===== src/rtl/ljpeg_pkg.sv =====
// Shared types and constants for the LJPEG row-buffer control path.
package ljpeg_pkg;

    localparam int unsigned PIXEL_BITS      = 12;
    localparam int unsigned PIXELS_PER_WORD = 16;
    localparam int unsigned ROW_WORDS       = 32;
    localparam int unsigned ROW_BITS        = 16;

    typedef enum logic [2:0] {
        ST_IDLE  = 3'd0,
        ST_CLEAR = 3'd1,
        ST_RUN   = 3'd2,
        ST_FLUSH = 3'd3,
        ST_DONE  = 3'd4
    } state_e;

endpackage


===== src/rtl/ljpeg_frame_counter.sv =====
// Word/row position counter for one frame; freezes on the frame's last word.
module ljpeg_frame_counter
    import ljpeg_pkg::*;
#(
    parameter int unsigned ROW_WORDS = ljpeg_pkg::ROW_WORDS,
    parameter int unsigned ROW_BITS  = ljpeg_pkg::ROW_BITS,
    localparam int unsigned WIDX_BITS = $clog2(ROW_WORDS)
) (
    input  logic                 sys_clk,
    input  logic                 sys_rst,
    input  logic                 clear,
    input  logic                 inc,
    input  logic [ROW_BITS-1:0]  rows,
    output logic [WIDX_BITS-1:0] word_idx,
    output logic [ROW_BITS-1:0]  row_idx,
    output logic                 last_c
);

    logic row_end_c;

    assign row_end_c = (word_idx == WIDX_BITS'(ROW_WORDS - 1));
    assign last_c    = row_end_c && (row_idx == rows - ROW_BITS'(1));

    // word_idx wraps naturally because ROW_WORDS is a power of two
    always_ff @(posedge sys_clk) begin
        if (sys_rst) begin
            word_idx <= '0;
            row_idx  <= '0;
        end else if (clear) begin
            word_idx <= '0;
            row_idx  <= '0;
        end else if (inc && !last_c) begin
            word_idx <= word_idx + WIDX_BITS'(1);
            if (row_end_c) begin
                row_idx <= row_idx + ROW_BITS'(1);
            end
        end
    end

endmodule


===== src/rtl/ljpeg_buffer_sequencer.sv =====
// Sequences the row buffer: clear at frame start, gate the pixel stream, flush at frame end.
module ljpeg_buffer_sequencer
    import ljpeg_pkg::*;
#(
    parameter int unsigned ROW_WORDS = ljpeg_pkg::ROW_WORDS,
    parameter int unsigned ROW_BITS  = ljpeg_pkg::ROW_BITS,
    localparam int unsigned WIDX_BITS = $clog2(ROW_WORDS)
) (
    input  logic                 sys_clk,
    input  logic                 sys_rst,
    input  logic                 start,
    input  logic                 abort,
    input  logic [ROW_BITS-1:0]  cfg_rows,
    input  logic                 up_valid,
    output logic                 up_ready,
    input  logic                 down_ready,
    output logic                 buf_rst,
    output logic                 input_valid,
    output logic                 pause_signal,
    output logic                 end_in,
    output logic                 busy,
    output logic                 done,
    output logic                 err_cfg,
    output logic [WIDX_BITS-1:0] word_idx,
    output logic [ROW_BITS-1:0]  row_idx
);

    state_e              state;
    state_e              state_nxt;
    logic [ROW_BITS-1:0] rows_reg;
    logic                abort_q;
    logic                err_nxt;
    logic                accept_c;
    logic                last_c;
    logic                clear_c;
    logic                abort_c;

    assign clear_c = (state == ST_IDLE) && start && (cfg_rows != '0);
    assign abort_c = abort && (state != ST_IDLE);
    assign buf_rst = sys_rst || (state == ST_CLEAR) || abort_q;

    always_ff @(posedge sys_clk) begin
        if (sys_rst) begin
            state    <= ST_IDLE;
            rows_reg <= '0;
            abort_q  <= 1'b0;
            err_cfg  <= 1'b0;
        end else begin
            state   <= state_nxt;
            abort_q <= abort_c;
            err_cfg <= err_nxt;
            if (clear_c) begin
                rows_reg <= cfg_rows;
            end
        end
    end

    // Next state and buffer-stage controls
    always_comb begin
        state_nxt    = state;
        up_ready     = 1'b0;
        input_valid  = 1'b0;
        pause_signal = 1'b1;
        end_in       = 1'b0;
        busy         = 1'b1;
        done         = 1'b0;
        err_nxt      = 1'b0;
        accept_c     = 1'b0;

        case (state)
            ST_IDLE: begin
                busy = 1'b0;
                if (start) begin
                    if (cfg_rows != '0) begin
                        state_nxt = ST_CLEAR;
                    end else begin
                        err_nxt = 1'b1;
                    end
                end
            end
            ST_CLEAR: begin
                state_nxt = ST_RUN;
            end
            ST_RUN: begin
                up_ready     = down_ready;
                pause_signal = ~down_ready;
                input_valid  = up_valid & down_ready;
                accept_c     = input_valid;
                if (accept_c && last_c) begin
                    state_nxt = ST_FLUSH;
                end
            end
            ST_FLUSH: begin
                end_in       = 1'b1;
                pause_signal = ~down_ready;
                if (down_ready) begin
                    state_nxt = ST_DONE;
                end
            end
            ST_DONE: begin
                done      = 1'b1;
                state_nxt = ST_IDLE;
            end
            default: begin
                state_nxt = ST_IDLE;
            end
        endcase

        if (abort_c) begin
            state_nxt = ST_IDLE;
        end
    end

    ljpeg_frame_counter #(
        .ROW_WORDS (ROW_WORDS),
        .ROW_BITS  (ROW_BITS)
    ) u_frame_counter (
        .sys_clk  (sys_clk),
        .sys_rst  (sys_rst),
        .clear    (clear_c),
        .inc      (accept_c),
        .rows     (rows_reg),
        .word_idx (word_idx),
        .row_idx  (row_idx),
        .last_c   (last_c)
    );

endmodule


===== config.mk =====
export PLATFORM = sky130hd
export DESIGN_NAME = ljpeg_buffer_sequencer
export DESIGN_NICKNAME = d
export VERILOG_FILES = /design/src/rtl/ljpeg_pkg.sv /design/src/rtl/ljpeg_frame_counter.sv /design/src/rtl/ljpeg_buffer_sequencer.sv
export SDC_FILE = /design/constraint.sdc
export NUM_CORES = 1
export LEC_CHECK = 0
export ABC_AREA = 1
export CAP_MARGIN = 20
export CORE_MARGIN = 2
export CORE_UTILIZATION = 45
export DETAILED_ROUTE_END_ITERATION = 8
export GPL_ROUTABILITY_DRIVEN = 0
export GPL_TIMING_DRIVEN = 0
export PLACE_DENSITY = 0.71
export SLEW_MARGIN = 20
export SYNTH_ARGS = -nofsm -noshare
export SYNTH_HDL_FRONTEND = slang
export SYNTH_SLANG_ARGS = --single-unit

===== constraint.sdc =====
create_clock -name sys_clk -period 2.6 [get_ports sys_clk]
set_input_delay 0.52 -clock sys_clk [delete_from_list [all_inputs] [get_ports sys_clk]]
set_output_delay 0.52 -clock sys_clk [all_outputs]
set_load 0.02 [all_outputs]

; ---- After elaboration in Yosys (flattened, before gate mapping)
; Cells that the tools add are included.
[totals]
ff_bits = 42
in_bits = 22
out_inout_bits = 29
wordCells = 53
[op_classes]
n_addsub = 3
eq_ne = 10
muxes = 12
n_bitwise = 4
n_reduce_logical = 18
[ops]
columns = cell, n
row1 = "16-bit by 1-bit adder with 16-bit output, second input constant", 1
row2 = 16-bit equality test, 1
row3 = 16-bit nonzero test, 1
row4 = "16-bit by 1-bit subtractor with 16-bit output, second input constant", 1
row5 = 3-bit 2-to-1 mux, 4
row6 = 3-bit one-hot mux with 4 select lines, 1
row7 = 1-bit 2-to-1 mux, 7
row8 = "3-bit by 2-bit equality test with 1-bit output, second input constant", 2
row9 = 1-bit logical AND, 6
row10 = "2-bit != test, second input constant", 3
row11 = 2-bit OR reduction, 3
row12 = "5-bit by 1-bit adder with 5-bit output, second input constant", 1
row13 = "5-bit equality test, second input constant", 1
row14 = 4-bit AND reduction, 1
row15 = "3-bit by 1-bit equality test with 1-bit output, second input constant", 1
row16 = "3-bit equality test, second input constant", 1
row17 = 3-bit logical NOT, 1
row18 = 1-bit inverter, 3
row19 = 3-bit nonzero test, 1
row20 = 3-bit OR reduction, 1
row21 = 1-bit logical OR, 2
row22 = "2-bit by 1-bit != test with 1-bit output, second input constant", 1
row23 = 2-bit AND reduction, 1
row24 = 1-bit bitwise AND, 1
row25 = 1-bit logical NOT, 1

; ---- Logic depth before layout (Yosys ltp)
; Gate-level depths: netlist of the first run.
[depth]
depth_word = 6
depth_mapped = 18
depth_no_buf = 17

; ---- Cells and area by module
; A second synthesis of the first run with hierarchy kept.
[hier_totals]
hier_cells = 435
area_unflattened_um2 = 2872.8
[modules_own_cells]
columns = mod, n_inst, cells_each, area_each_um2, seq_area_each_um2
row1 = ljpeg_frame_counter, 1, 308, 1930.6, 420.4
row2 = ljpeg_buffer_sequencer, 1, 127, 942.2, 420.4

; ---- Least setup slack after synthesis of the first run
; OpenSTA, ideal clock, no wires.
[synth_timing]
kind = reg-to-reg
startpoint = register u_frame_counter.word_idx[0]
endpoint = register u_frame_counter.row_idx[9]
setup_ns = 0.066
arrival_ns = 2.266
required_time_ns = 2.534
setup_slack_ns = 0.268
path_stages_with_launch = 19
n_path_buf = 2
synth_period_minus_slack_ns = 2.332
cell_sequence = dfxtp_1 ha_1 inv_1 nor3_1 ha_1 buf_4 inv_1 a21oi_1 nand3_1 nor2_1 nand2_1 nor2_1 nand2_1 nor2_2 nand2_4 nand3_4 buf_6 nand2_1 a21oi_2
[synth_via]
elab_chain_cells = 5
[synth_rtl]
columns = item, line_no
row1 = "start, declared", ljpeg_frame_counter.sv:14  ; output logic [WIDX_BITS-1:0] word_idx,
row2 = "start signal, assigned", ljpeg_frame_counter.sv:33  ; word_idx <= word_idx + WIDX_BITS'(1);
row3 = 5-bit equality test *, ljpeg_frame_counter.sv:21  ; assign row_end_c = (word_idx == WIDX_BITS'(ROW_WORDS - 1));
row4 = 1-bit logical AND, ljpeg_frame_counter.sv:22  ; assign last_c = row_end_c && (row_idx == rows - ROW_BITS'(1));
row5 = 1-bit logical NOT, ljpeg_frame_counter.sv:32  ; end else if (inc && !last_c) begin
row6 = 1-bit logical AND, ljpeg_frame_counter.sv:32
row7 = 2-bit AND reduction (no line) *, --
row8 = "end signal, assigned", ljpeg_frame_counter.sv:35  ; row_idx <= row_idx + ROW_BITS'(1);
row9 = "end, declared", ljpeg_frame_counter.sv:15  ; output logic [ROW_BITS-1:0] row_idx,
; Every way passes the cells marked *; elsewhere a longest branch is shown, timed or not.
; A chain may end at the register's enable or synchronous reset.

; ---- Final worst setup path of the first run
[layout_timing]
startpoint = input down_ready
endpoint = output input_valid
[layout_via]
elab_chain_cells = 2
[layout_rtl]
columns = item, line_no
row1 = "start, declared", ljpeg_buffer_sequencer.sv:16  ; input logic down_ready,
row2 = 1-bit bitwise AND, ljpeg_buffer_sequencer.sv:87  ; input_valid = up_valid & down_ready;
row3 = 1-bit 2-to-1 mux, ljpeg_buffer_sequencer.sv:70  ; case (state)
row4 = "end, declared", ljpeg_buffer_sequencer.sv:18  ; output logic input_valid,
; Every way passes these cells.

==> results.cfg, run 1 <==
[drt]
wirelength_um = 6960
wl_per_cell_um = 12.5
viasPerCell = 5.17
drt_iter0_drc = 159
vias = 2877
antenna_left = 0
drc = 0
drt_pass1_iterations = 4

[setup_path]
critPathRequiredTime_ps = 2080
worstPathMaxFanout = 10
critical_path_class = in -> out
endpoint_kind = output pin
arrival_ps = 1980
ff2ff_setup_slack_ps = 280
startpoint_type = input pin

[sta]
finalCritPeriodShare_pct = 96.0
setup_viol_count_final = 0
worst_pin_slew_ps = 452
fmax_ghz = 0.400
rsz0062_at_grt = false
finalHoldViolCount = 0
slew_violations = 0
finClkSkew_ps = 10.1
relSlewSlack_pct = 69.9
setup_slack_ps = 103
period_needed_ps = 2500

[synth]
synth_area_um2 = 2710
avgSynthCellArea_um2 = 6.49
ys_warn_count = 0
synthCells = 418
yosysTopAreaCellShare_pct = 31.0
yosys.area.top_type = dfxtp_1
ys_types = 33
syn_nets = 444
synth_area_leaders = dfxtp_1 31%, nand2_1 13%, nor2_1 6.8%
ys_seq_area_share_pct = 31.0
synth_seq_cells = 42

[power_and_ir_drop]
p_seq_share_pct = 32.8
p_int_mw = 1.51
pwr-share-clk_pct = 25.8
powerDensity_nw_per_um2 = 705
power_leakage_nw = 1.46
vdd_drop_max_mv = 0.526
switching_power_mw = 0.990
finalPower_mw = 2.50
swShare_pct = 39.6
comb_power_share_pct = 41.4

[clock_network]
cts_buffer_depth = 2
cts_tree = done
root_buffer = clkbuf_8
clk_latency_ps = 300
htreeDepth = 2
cts_buffers = 5
hold_buffers = 0
clk_pin_slew_ps = 90
clock_sinks = 42

[grt]
grt.total_usage_pct = 22.2
grt_max_degree = 14
gr-total-overflow = 0
antenna_found_initial = 0
grt_pass1_vias = 2591
grt_pass1_wl_um = 11500

[min_path]
hold_path_class = reg -> reg

[floorplan]
start_util_pct = 46.1
die-width_um = 81.6
io_pins = 51
num_rows = 28
die_h_um = 81.6
die-area_um2 = 6670
coreArea_um2 = 5890

[layout]
layout_commonest_cell = nand2_1
drive_gt1_share_pct = 11.4
finalInstanceArea_um2 = 3550
fill_cells = 604
areaGrowthSynthToFinish_pct = 31.0
final_nets = 507
antenna_cells = 0
final_cells = 557
layout_common_cells = 95 x nand2_1, 49 x clkdlybuf4s50_1, 48 x inv_1, 46 x nor2_1, 40 x dfxtp_1

[outcome]
outcome = completed

[place]
port_buffers = 50
dp_hpwl_um = 5370
dpl_cell_area_um2 = 3310
dp.cells = 543
dp_slack_ps = -468

[job]
max_cap_violations = 0
-- cell families (layout without fill, tap and decap cells) --
family,count (synthesis),in the layout,share of synthesized area (%)
AND/OR/NAND/NOR,225,225,38.3
buffers and inverters,64,128,9.55
AO/OA/AOI/OAI,58,58,11.2
flip-flops,42,42,31.0
XOR/XNOR,25,25,8.07
adder cells (fa/ha/maj),4,4,1.85
-- power by group through the flow --
stage	Clock, mW	Sequential (mW)	Combinational (mW)
after floorplan	0	0.811	0.767
after global placement	0	0.834	0.991
after detailed placement	0	0.834	1.01
after CTS	0.657	0.819	1.02
after global routing	0.691	0.831	1.18
final	0.645	0.820	1.04
-- cell type report --
type	instances	area (um^2)	share of cell area (%)
Clock buffer	6	82.6	2.32
Inverter	52	196	5.53
Sequential cell	42	843	23.7
Timing Repair Buffer	56	544	15.3
Multi-Input combinational cell	312	1660	46.7
Clock inverter	2	60.1	1.69
Buffer	12	73.8	2.08
Tap cell	75	93.8	2.64
-- critical path: stages --
cell and delay (ps):
clkdlybuf4s50_1 520, nand2_1 130, nor2_4 210, clkbuf_4 250, dlygate4sd2_1 340
-- cell usage after synthesis, drive strengths merged --
master	instances
nor4	6
xnor2	7
nand3	29
xor2	18
nand4	20
clkinv	1
o21bai	1
nand2	101
ha	4
nor3	8
nand3b	3
buf	8
or2	1
o21ai	22
clkbuf	4
a21oi	34
o2111ai	1
nor2	57
inv	51
dfxtp	42
-- final timing paths --
kind,start,end,cells past startpoint
setup / recovery,down_ready,input_valid,5
hold / removal,u_frame_counter.word_idx[3],u_frame_counter.word_idx[3],2
setup reg to reg,u_frame_counter.word_idx[0],u_frame_counter.row_idx[3],18
hold reg to reg,u_frame_counter.word_idx[3],u_frame_counter.word_idx[3],2
-- layer usage --
metal / vias to the layer above / track usage [%] / part of all wire, % / wire length, um
met5: - / 0 / 0 / 0
met4: 0 / 6.17 / 0.80 / 56
met3: 6 / 4.95 / 5.5 / 381
met2: 70 / 36.9 / 47 / 3250
met1: 1302 / 29.1 / 47 / 3270
li1: 1499 / - / - / -
-- per-stage QoR --
step / util [%] / TNS (ps) / hold WS, ps
after floorplan: - / 0 / 469
after global placement: 56.2 / -7450 / 475
after detailed placement: 56.2 / -6990 / 480
after CTS: 58.8 / 0 / 496
after global routing: 60.4 / 0 / 522
final: 60.4 / 0 / 486
-- what timing repair did --
action / in CTS / in global routing
endpoints found under the hold margin: 0 / 0
resized for setup: 5 / 14
buffers inserted: 0 / 6
pin swaps: 0 / 4
setup endpoints to repair: 11 / 27
(Power assumes the default switching activity.)
==> inputs of run 2 (changes only) <==
Settings changed: CORE_UTILIZATION 45 to 52, PLACE_DENSITY 0.71 to 0.8, SLEW_MARGIN 20 to default.
==> run 2 against run 1 <==
  * Hold slack better by 9.1 ps
  * Combinational power barely moved
  * Register-to-register slack lost 130 ps
  * Count of clock-buffer cells in the layout is 1 higher
==> results.cfg, run 2 (synthesis gave the netlist of run 1 again) <==
[sta]
whs_ps = 495
rsz0062_at_grt = true
finClkSkew_ps = 10.2
fmax_ghz = 0.398
worst_pin_slew_ps = 499
finalCritPeriodShare_pct = 96.7
finalHoldViolCount = 0
relSlewSlack_pct = 66.6
slew_violations = 0
period_needed_ps = 2510
setup_viol_count_final = 0

[drt]
antenna_left = 0
wirelength_um = 6850
drt_iter0_drc = 166
drc = 0
drt_pass1_iterations = 4
vias = 2814
viasPerCell = 5.15
wl_per_cell_um = 12.6

[grt]
grt_pass1_wl_um = 11500
grt_pass1_vias = 2595
gr-total-overflow = 0
grt.total_usage_pct = 24.0
grt_max_degree = 13
antenna_found_initial = 0

[setup_path]
path_cells = clkdlybuf4s50_1, nand2_1, nor2_4, clkbuf_4, dlygate4sd2_1
cp_top_family = buffers and inverters
worstPathMaxFanout = 10
arrival_ps = 1990
cp_num_buf_inv = 3
critPathRequiredTime_ps = 2080
critical_path_class = in -> out
crit_slowest_cell = clkdlybuf4s50_1
endpoint_kind = output pin
critPathMaxStageDelay_ps = 530
startpoint_type = input pin

[floorplan]
die-width_um = 76.2
num_rows = 26
start_util_pct = 53.5
die_h_um = 76.2
die-area_um2 = 5810
io_pins = 51
coreArea_um2 = 5070

[power_and_ir_drop]
powerDensity_nw_per_um2 = 670
vdd_drop_max_mv = 0.558
finalPower_mw = 2.29
power_leakage_nw = 1.40

[clock_network]
root_buffer = clkbuf_8
htreeDepth = 2
cts_buffers = 5
clk_latency_ps = 300
cts_tree = done
cts_buffer_depth = 2
hold_buffers = 0
clk_pin_slew_ps = 80
clock_sinks = 42

[layout]
post-route-util_pct = 67.5
finalInstanceArea_um2 = 3420
areaGrowthSynthToFinish_pct = 26.2
layout_common_cells = 96 x nand2_1, 49 x clkdlybuf4s50_1, 48 x inv_1, 46 x nor2_1, 40 x dfxtp_1
final_cells = 546
fill_cells = 494
seqCellArea_um2 = 846
antenna_cells = 0
layout_commonest_cell = nand2_1
multi_input_area_um2 = 1640
drive_gt1_share_pct = 9.03
final_nets = 501

[outcome]
outcome = completed

[place]
dp.cells = 538
dpl_cell_area_um2 = 3300
port_buffers = 50
dp_hpwl_um = 5260

[job]
max_cap_violations = 0

[min_path]
hold_path_class = reg -> reg
run 2: layout make-up:
| class | count | area share (%) |
|---|---|---|
| buffer | 11 | 1.72 |
| clock buffer | 7 | 2.52 |
| clock inverter | 1 | 0.146 |
| inverter | 52 | 5.70 |
| multi-input combinational | 312 | 47.8 |
| sequential | 42 | 24.7 |
| tap | 70 | 2.56 |
| timing repair buffer | 51 | 14.8 |
run 2: worst paths after layout:
path         slack [ps]  depth (start not counted)                   startpoint                     endpoint
max                  90                          5                   down_ready                  input_valid
min reg2reg         500                          2  u_frame_counter.word_idx[3]  u_frame_counter.word_idx[3]
min                 500                          2  u_frame_counter.word_idx[3]  u_frame_counter.word_idx[3]
max reg2reg         150                         17  u_frame_counter.word_idx[0]   u_frame_counter.row_idx[9]
run 2: layer usage:
layer | track usage, % | share of wire, %
met5 | 0 | 0
met4 | 6.55 | 0.92
met3 | 4.03 | 4.9
met2 | 41.3 | 49
met1 | 30.9 | 46
run 2: through the flow:
stage	setup slack, ps	TNS (ps)
final	86.7	0
after global routing	-51.9	-233
after CTS	3.49	0
after detailed placement	-490	-3560
after global placement	-445	-3610
after floorplan	268	0
run 2: timing repair:
| item | CTS | global route |
|---|---|---|
| hold endpoints to repair | 0 | 0 |
| setup buffers | 0 | 1 |
| setup endpoints to repair | 1 | 25 |
| pin swaps | 0 | 2 |
| gates resized for setup | 3 | 11 |
run 2: power by group:
group          leakage [nW]  switching [mW]  internal, mW
logic                  1.01           0.658         0.374
clock network        0.0482           0.228         0.214
registers             0.344          0.0909         0.728
run 2: worst register-to-register path: stages, from the launching register on:
cell     delay [ps]
dfxtp_4         370
ha_1            160
inv_1            70
nor3_2          120
ha_2            200
buf_6           140
inv_1            50
a21oi_1         110
nand3_1          90
nor2_1          100
nand2_1          60
nor2_2          140
nand2_1         100
nor2_4          130
nand2_4          90
buf_2           200
nand4_1         140
a21oi_2          70
